--- config.mk ---
export PLATFORM = sky130hd
export DESIGN_NAME = tlul_adapter_mem
export DESIGN_NICKNAME = d
export VERILOG_FILES = /design/src/rtl/tlul_pkg.sv /design/src/rtl/tlul_adapter_mem.sv
export SDC_FILE = /design/constraint.sdc
export NUM_CORES = 1
export LEC_CHECK = 0
export CAP_MARGIN = 20
export CORE_MARGIN = 4
export CORE_UTILIZATION = 36
export CTS_CLUSTER_DIAMETER = 200
export DETAILED_ROUTE_END_ITERATION = 12
export PLACE_DENSITY_LB_ADDON = 0.1
export REMOVE_ABC_BUFFERS = 1
export SETUP_SLACK_MARGIN = 0.15
export SLEW_MARGIN = 10
export SYNTH_ARGS = -nofsm -noshare
export SYNTH_HDL_FRONTEND = slang
export SYNTH_SLANG_ARGS = --single-unit
export TNS_END_PERCENT = 30
--- constraint.sdc ---
create_clock -name clk_i -period 1.7 [get_ports clk_i]
set_input_delay 0.255 -clock clk_i [delete_from_list [all_inputs] [get_ports clk_i]]
set_output_delay 0.255 -clock clk_i [all_outputs]
set_load 0.03 [all_outputs]
--- src/rtl/tlul_pkg.sv ---
`timescale 1ns/1ps
// tlul_pkg
// Purpose: TL-UL channel structures and opcode encodings shared by the
//          adapter and its bench. Widths: TL_AW=32, TL_DW=32, TL_DBW=4.
// Contents: tl_h2d_t (host->device A channel plus d_ready),
//           tl_d2h_t (device->host D channel plus a_ready),
//           A-channel and D-channel opcode enums.
package tlul_pkg;

  localparam int TL_AW  = 32;
  localparam int TL_DW  = 32;
  localparam int TL_DBW = 4;
  localparam int TL_SZW = 2;
  localparam int TL_AIW = 8;
  localparam int TL_DIW = 1;

  typedef enum logic [2:0] {
    PutFullData    = 3'h0,
    PutPartialData = 3'h1,
    Get            = 3'h4
  } tl_a_op_e;

  typedef enum logic [2:0] {
    AccessAck     = 3'h0,
    AccessAckData = 3'h1
  } tl_d_op_e;

  // Opcode fields are plain vectors so that illegal opcodes can be carried.
  typedef struct packed {
    logic              a_valid;
    logic [2:0]        a_opcode;
    logic [2:0]        a_param;
    logic [TL_SZW-1:0] a_size;
    logic [TL_AIW-1:0] a_source;
    logic [TL_AW-1:0]  a_address;
    logic [TL_DBW-1:0] a_mask;
    logic [TL_DW-1:0]  a_data;
    logic              d_ready;
  } tl_h2d_t;

  typedef struct packed {
    logic              d_valid;
    logic [2:0]        d_opcode;
    logic [2:0]        d_param;
    logic [TL_SZW-1:0] d_size;
    logic [TL_AIW-1:0] d_source;
    logic [TL_DIW-1:0] d_sink;
    logic [TL_DW-1:0]  d_data;
    logic              d_error;
    logic              a_ready;
  } tl_d2h_t;

endpackage

--- src/rtl/tlul_adapter_mem.sv ---
`timescale 1ns/1ps
// tlul_adapter_mem
// Purpose: TL-UL device-side adapter turning each A-channel request into a
//          single word-wide req/gnt/rvalid memory access, one transaction
//          outstanding at a time. Placed in front of an SRAM or register file.
// Optional feature: define TLUL_MEM_ERR_CHECK_EN to reject malformed
//          requests (bad opcode, size, alignment, range or mask) with an
//          error response and no memory access. Without it every request is
//          forwarded and any opcode other than PutFull/PutPartial is a Get.
// Ports:
//   clk_i, rst_ni       clock (rising edge), async active-low reset
//   tl_i / tl_o         TL-UL host->device / device->host
//   req_o, gnt_i        memory request, held until granted
//   we_o, addr_o        write enable, word address
//   wdata_o, wmask_o    write data, bit-level write mask (0 for reads)
//   rvalid_i, rdata_i   read return and its data
//   rerror_i            read error, qualified by rvalid_i
//   busy_o              high whenever a transaction is in flight
module tlul_adapter_mem
  import tlul_pkg::*;
#(
  parameter int MEM_AW      = 16,
  parameter int RSP_TIMEOUT = 255
) (
  input  logic              clk_i,
  input  logic              rst_ni,
  input  tl_h2d_t           tl_i,
  output tl_d2h_t           tl_o,
  output logic              req_o,
  input  logic              gnt_i,
  output logic              we_o,
  output logic [MEM_AW-1:0] addr_o,
  output logic [31:0]       wdata_o,
  output logic [31:0]       wmask_o,
  input  logic              rvalid_i,
  input  logic [31:0]       rdata_i,
  input  logic              rerror_i,
  output logic              busy_o
);

  localparam logic [1:0] IDLE = 2'd0;
  localparam logic [1:0] REQ  = 2'd1;
  localparam logic [1:0] WAIT = 2'd2;
  localparam logic [1:0] RSP  = 2'd3;

  // Counter only needs to reach RSP_TIMEOUT-1.
  localparam int CNT_W = (RSP_TIMEOUT > 1) ? $clog2(RSP_TIMEOUT) : 1;
  localparam logic [CNT_W-1:0] CNT_LAST = CNT_W'(RSP_TIMEOUT - 1);

  logic [1:0]       state;
  logic [CNT_W-1:0] count;
  logic             put_q;

  logic             d_valid;
  logic [2:0]       d_opcode;
  logic [1:0]       d_size;
  logic [7:0]       d_source;
  logic [31:0]      d_data;
  logic             d_error;

  logic             a_put;
  logic             chk_err;
  logic [31:0]      mask_bits;

  assign a_put = (tl_i.a_opcode == PutFullData) || (tl_i.a_opcode == PutPartialData);

  // Each byte-enable bit widens to a full byte lane of the bit mask.
  always_comb begin
    mask_bits = '0;
    for (int i = 0; i < 4; i++) begin
      mask_bits[8*i +: 8] = {8{tl_i.a_mask[i]}};
    end
  end

`ifdef TLUL_MEM_ERR_CHECK_EN
  logic [3:0] lanes;
  logic       misaligned;

  // Byte lanes covered by the request; size 3 is flagged via misaligned.
  always_comb begin
    lanes      = 4'h0;
    misaligned = 1'b0;
    case (tl_i.a_size)
      2'd0: lanes = 4'b0001 << tl_i.a_address[1:0];
      2'd1: begin
        lanes      = 4'b0011 << {tl_i.a_address[1], 1'b0};
        misaligned = tl_i.a_address[0];
      end
      2'd2: begin
        lanes      = 4'hF;
        misaligned = |tl_i.a_address[1:0];
      end
      default: begin
        lanes      = 4'h0;
        misaligned = 1'b1;
      end
    endcase
  end

  assign chk_err = !(a_put || (tl_i.a_opcode == Get))
                || misaligned
                || ((tl_i.a_address >> (MEM_AW + 2)) != '0)
                || (|(tl_i.a_mask & ~lanes))
                || ((tl_i.a_opcode == PutFullData) && (tl_i.a_mask != lanes));
`else
  assign chk_err = 1'b0;
`endif

  // Fields that carry no meaning for this adapter.
  logic unused_tl;
  assign unused_tl = ^{tl_i.a_param, tl_i.a_address};

  // Main transaction FSM; every memory and D-channel output is a register
  // loaded here so nothing downstream sees combinational paths from tl_i.
  always_ff @(posedge clk_i or negedge rst_ni) begin
    if (!rst_ni) begin
      state    <= IDLE;
      count    <= '0;
      put_q    <= 1'b0;
      req_o    <= 1'b0;
      we_o     <= 1'b0;
      addr_o   <= '0;
      wdata_o  <= '0;
      wmask_o  <= '0;
      d_valid  <= 1'b0;
      d_opcode <= 3'h0;
      d_size   <= 2'h0;
      d_source <= 8'h0;
      d_data   <= '0;
      d_error  <= 1'b0;
    end else begin
      case (state)
        IDLE: begin
          if (tl_i.a_valid) begin
            put_q    <= a_put;
            d_opcode <= a_put ? AccessAck : AccessAckData;
            d_size   <= tl_i.a_size;
            d_source <= tl_i.a_source;
            d_data   <= '0;
            we_o     <= a_put;
            addr_o   <= tl_i.a_address[MEM_AW+1:2];
            wdata_o  <= tl_i.a_data;
            wmask_o  <= a_put ? mask_bits : '0;
            if (chk_err) begin
              d_error <= 1'b1;
              d_valid <= 1'b1;
              state   <= RSP;
            end else begin
              d_error <= 1'b0;
              req_o   <= 1'b1;
              state   <= REQ;
            end
          end
        end
        REQ: begin
          if (gnt_i) begin
            req_o <= 1'b0;
            if (put_q) begin
              d_valid <= 1'b1;
              state   <= RSP;
            end else begin
              count <= '0;
              state <= WAIT;
            end
          end
        end
        WAIT: begin
          // A response in the timeout cycle still wins.
          if (rvalid_i) begin
            d_data  <= rerror_i ? '0 : rdata_i;
            d_error <= rerror_i;
            d_valid <= 1'b1;
            state   <= RSP;
          end else if ((RSP_TIMEOUT != 0) && (count == CNT_LAST)) begin
            d_data  <= '0;
            d_error <= 1'b1;
            d_valid <= 1'b1;
            state   <= RSP;
          end else begin
            count <= count + CNT_W'(1);
          end
        end
        RSP: begin
          if (tl_i.d_ready) begin
            d_valid <= 1'b0;
            state   <= IDLE;
          end
        end
        default: state <= IDLE;
      endcase
    end
  end

  always_comb begin
    tl_o          = '0;
    tl_o.d_valid  = d_valid;
    tl_o.d_opcode = d_opcode;
    tl_o.d_size   = d_size;
    tl_o.d_source = d_source;
    tl_o.d_data   = d_data;
    tl_o.d_error  = d_error;
    tl_o.a_ready  = (state == IDLE);
  end

  assign busy_o = (state != IDLE);

endmodule

# Yosys cells after proc, flatten, opt, wreduce, memory -nomap -nowiden
# Cells that the tools add are included.
[totals] regBits=139 word_cells=72
[op_classes] addsub=1 eq_ne=13 muxes=31 bitwise_logic=1 n_reduce_logical=13
[op_table] op="$mux W32" count=5
[op_table] op="$pmux W32 S2" count=1
[op_table] op="$mux W8" count=4
[op_table] op="$pmux W8 S2" count=1
[op_table] op="$ne A2 B2 Y1 const B" count=7
[op_table] op="$mux W1" count=11
[op_table] op="$mux W2" count=5
[op_table] op="$reduce_and A5 Y1" count=2
[op_table] op="$add A8 B1 Y8 const B" count=1
[op_table] op="$eq A8 B8 Y1 const B" count=1
[op_table] op="$pmux W2 S4" count=1
[op_table] op="$reduce_bool A2 Y1" count=4
[op_table] op="$reduce_and A3 Y1" count=2
[op_table] op="$eq A2 B2 Y1 const B" count=2
[op_table] op="$pmux W1 S2" count=2
[op_table] op="$reduce_and A4 Y1" count=1
[op_table] op="$eq A3 B1 Y1 const B" count=1
[op_table] op="$logic_not A3 Y1" count=1
[op_table] op="$ne A3 B3 Y1 const B" count=1
[op_table] op="$pmux W1 S3" count=1
[op_table] op="$eq A2 B1 Y1 const B" count=1
[op_table] op="$logic_not A2 Y1" count=1
[op_table] op="$reduce_and A2 Y1" count=1
[op_table] op="$logic_or A1 B1 Y1" count=1
[op_table] op="$not A1 Y1" count=1

# Longest topological paths before layout
[depth] depth_word=4 ltp_mapped=7 mapped_depth_nobuf=6

# Worst setup path before layout
# No wires, ideal clock.
[synth_path] path_type="reg2reg" start="register state[0]" end="register d_data[10]" setup_ns=0.079 t_arrival_ns=1.922 setup_slack_ns=-0.302 path_stages_with_launch=8 n_path_buf=1 period_less_slack_ns=2.002 path_cell_list="dfrtp_1 inv_1 ha_1 inv_1 nand2_1 a21oi_4 buf_8 mux2i_1"
[synth_rtl] element="start: declaration" line="tlul_adapter_mem.sv:50" source="logic [1:0] state;"
[synth_rtl] element="start signal: assignment" line="tlul_adapter_mem.sv:117" source="state <= IDLE;"
[synth_rtl] element="start signal: assignment" line="tlul_adapter_mem.sv:147" source="state <= RSP;"
[synth_rtl] element="start signal: assignment" line="tlul_adapter_mem.sv:151" source="state <= REQ;"
[synth_rtl] element="end signal: assignment" line="tlul_adapter_mem.sv:170" source="d_data <= rerror_i ? '0 : rdata_i;"
[synth_rtl] element="end: declaration" line="tlul_adapter_mem.sv:58" source="logic [31:0] d_data;"

# Worst setup path after layout
[layout_path] start="register state[0]" end="register wdata_o[14]"
[layout_via] elab_chain_cells=2
[layout_rtl] element="$logic_not A2 Y1" line="tlul_adapter_mem.sv:132" source="case (state)"
[layout_rtl] element="$reduce_and A2 Y1 (no line)"
[layout_rtl] element="end signal: assignment" line="tlul_adapter_mem.sv:142" source="wdata_o <= tl_i.a_data;"
[layout_rtl] element="end: declaration" line="tlul_adapter_mem.sv:33" source="output logic [31:0] wdata_o,"
# No other way between the ends.
# A chain may end at the register's enable or synchronous reset.

==> flow_metrics.tcl <==
set metrics [dict create \
    synth-async-reset-ratio_pct 100 \
    synth.avg_cell_area_um2 12.4 \
    setup_violations 28 \
    fin_ws_ps -39.3 \
    critPathRequiredTime_ps 1940 \
    clock_skew_ps 7.22 \
    use_met3_pct 8.88 \
    synth_top_area_cell "dfrtp_1" \
    critPathLaunchType "flip-flop" \
    core_area_um2 13300 \
    timing.rr.start "state[0]$_DFFE_PN0P_" \
    place_ws_ps -138 \
    syn_inst 397 \
    clk_path_buf_depth 2 \
    drc 0 \
    via_count 3921 \
    period_minus_slack_ps 1740 \
    synth_area_leaders "dfrtp_1 (56%), mux2_2 (14%), mux2i_1 (6.9%), buf_4 (5.5%), inv_1 (3.1%)" \
    utilization_pct 63.7 \
    hp-class "input pin to async pin" \
    clockRootBuffer "clkbuf_16" \
    die_y_um 125 \
    die_area_um2 15600 \
    antenna_cells 0 \
    antenna_found_initial 0 \
    first_pass_iters 7 \
    grt.total_usage_pct 19.1 \
    top_usage_layer "met2" \
    path_max_fanout 6 \
    critical_path_class "flip-flop to flip-flop" \
    clkTransAtPathRegs_ps 70 \
    numCtsBuffers 9 \
    synth-compound-area-share_pct 5.46 \
    max_cap_violations 0 \
    outcome "finished, violations left" \
    post-dp-hpwl_um 9460 \
    reg2reg_depth 8 \
    die-width_um 125 \
    reg2reg_slack_ps -40 \
    grt_pass1_wl_um 23300 \
    port_buffers 231 \
    gp_congestion 0.725 \
    wire_per_inst_um 18.0 \
    slew_viol_final 0 \
    syn_to_final_growth_pct 72.7 \
    synth_ff_type "dfrtp_1" \
    grt_use_met2_pct 32.1 \
    worstSetupEndpointType "flip-flop" \
    synth-edff-count 0 \
    yosys.area_share.simple_pct 6.02 \
    post-route-cell-area_um2 8470 \
    max_clock_freq_mhz 575 \
    synth_top_area_share_pct 55.6 \
    clk_latency_ps 350 \
    syn-cell-area_um2 4900 \
    num_io_pins 258 \
    cts_num_sinks 109 \
    placed_area_um2 7350 \
    viasPerCell 4.68 \
    finalNetCount 786 \
    ys_seq_area_share_pct 55.6 \
    power.density_nw_per_um2 1880 \
    yosys.area_share.xor_xnor_pct 0 \
    ys_warn_count 0 \
    grt_pass1_vias 4261 \
    nFillCells 1068 \
    synth_cell_types 37 \
    final_hold_viol_count 0 \
    grt_use_met1_pct 21.3 \
    r2r_end "wdata_o[14]$_DFFE_PN0P_" \
    cellLeakagePower_uw 0.00420 \
    irDropWorstVdd_mv 1.18 \
    fp-row-count 42 \
    wirelength_um 15100 \
    arrival_ps 1980 \
    rsz0062_at_grt "yes" \
    synth_top_family_by_area "multiplexers" \
    start_util_pct 36.9 \
    synth-seq-cells 109 \
    drtIter0Drc 148 \
    synthAdderAreaFrac_pct 1.53 \
    synth_mux_area_share_pct 20.7 \
    grt_max_degree 47 \
    period_share_pct 102 \
    cts_tree "yes" \
    ant_nets 0 \
    violations "negative setup slack" \
    grt-ovfl-total 0 \
    layout-drive-gt1-share_pct 33.2 \
    ctsHtreeMaxLevel 3 \
]
[layer usage]
layer	up-vias	routed length, um
li1	1807	-
met1	1929	5730
met2	171	7640
met3	14	1510
met4	0	226
met5	-	0
[area by class of cell]
| cell class | instances | area [um2] | share of cell area, % |
|---|---|---|---|
| Timing Repair Buffer | 294 | 2960 | 35.0 |
| Multi-Input combinational cell | 202 | 2120 | 25.1 |
| Tap cell | 176 | 220 | 2.60 |
| Sequential cell | 109 | 2730 | 32.2 |
| Clock buffer | 10 | 229 | 2.70 |
| Clock inverter | 6 | 47.5 | 0.561 |
| Inverter | 41 | 156 | 1.85 |
[synth_stat cells (all sizes together) (2+ instances only)]
master  number
dfrtp      109
mux2        60
buf         45
inv         41
nand2       41
mux2i       34
ha           6
a22o         5
clkbuf       5
nor2         5
o21ai        5
a21oi        4
nand2b       4
nand3        4
nor3         3
o41ai        3
a21o         2
a221o        2
a41oi        2
and3         2
nor2b        2
o22a         2
[flip-flops by register name (all words and copies together), names as in the netlist, 2 cells and up]
name,cells
state,2
d_data,32
d_size,2
count,8
addr_o,16
wmask_o,4
d_source,8
wdata_o,32
[power breakdown]
part / switching (uW) / internal [uW] / leakage, uW / total [uW]
clock network: 1010 / 1010 / 0.000127 / 2020
registers: 648 / 3620 / 0.00137 / 4260
logic: 5140 / 4490 / 0.00270 / 9630
total: 6800 / 9110 / 0.00420 / 15900
[worst max-delay path by stage]
stage	from	end	slack (ps)	cells past startpoint
after detailed placement	rvalid_i	count[4]$_DFFE_PN0P_	-140	5
after global placement	rvalid_i	state[1]$_DFFE_PN0P_	-80	6
final	state[0]$_DFFE_PN0P_	wdata_o[14]$_DFFE_PN0P_	-40	8
after CTS	state[0]$_DFFE_PN0P_	d_data[4]$_DFFE_PN0P_	-30	10
after floorplan	state[0]$_DFFE_PN0P_	d_data[0]$_DFFE_PN0P_	-2100	5
after global routing	state[0]$_DFFE_PN0P_	d_data[1]$_DFFE_PN0P_	-140	10
[critical path, stage by stage (launching register included)]
cell	delay [ps]
dfrtp_1	390
inv_2	90
buf_4	120
ha_4	190
nand2_8	80
buf_4	150
clkbuf_16	150
clkbuf_16	160
mux2_4	290
[cell usage in the layout, fill, tap and decap left out, types with 3 or more instances in the layout]
| cell | Yosys | layout |
|---|---|---|
| dfrtp_1 | 109 | 108 |
| clkdlybuf4s50_1 | 0 | 101 |
| dlygate4sd2_1 | 0 | 95 |
| mux2_4 | 0 | 57 |
| inv_1 | 41 | 35 |
| mux2i_1 | 34 | 33 |
| buf_4 | 36 | 28 |
| clkbuf_2 | 0 | 24 |
| nand2_1 | 41 | 19 |
| buf_6 | 0 | 16 |
| clkbuf_16 | 0 | 13 |
| nand2_2 | 0 | 12 |
| nand2_4 | 0 | 9 |
| buf_16 | 0 | 8 |
| clkdlybuf4s15_2 | 0 | 8 |
| buf_12 | 0 | 7 |
| conb_1 | 1 | 6 |
| inv_2 | 0 | 5 |
| a22o_1 | 5 | 5 |
| o21ai_0 | 5 | 5 |
| nor2_1 | 5 | 4 |
| nand3_1 | 4 | 4 |
| mux2_2 | 60 | 3 |
| a21oi_1 | 3 | 3 |
| nand2b_1 | 4 | 3 |
| ha_4 | 0 | 3 |
| clkinvlp_4 | 0 | 3 |
[stage by stage]
stage	hold slack (ps)	total power [uW]	setup TNS, ps	cells
6_report	349	15900	-586	838
5_1_grt	374	16700	-5340	838
4_1_cts	343	15700	-198	827
3_5_place_dp	183	12700	-6750	785
3_3_place_gp	184	12600	-1690	785
2_1_floorplan	-40.6	8980	-159250	352
[logic make-up (layout without fill, tap and decap cells)]
logic type,Yosys count,after routing
adders and majority gates,6,6
other,1,6
and+or+nand+nor,66,66
muxes,94,94
DFF,109,109
AOI/OAI and AO/OA,30,30
buffers and inverters,91,351
[what timing repair did]
| item | in CTS | in global routing |
|---|---|---|
| hold buffers | 1 | 0 |
| pin swaps | 17 | 8 |
| cloned | 8 | 5 |
| buffers inserted | 17 | 6 |
| endpoints found under the hold margin | 21 | 0 |
| setup endpoints to repair | 237 | 133 |
| resized for setup | 258 | 78 |
Note: power is estimated with default switching activity, not from simulation.
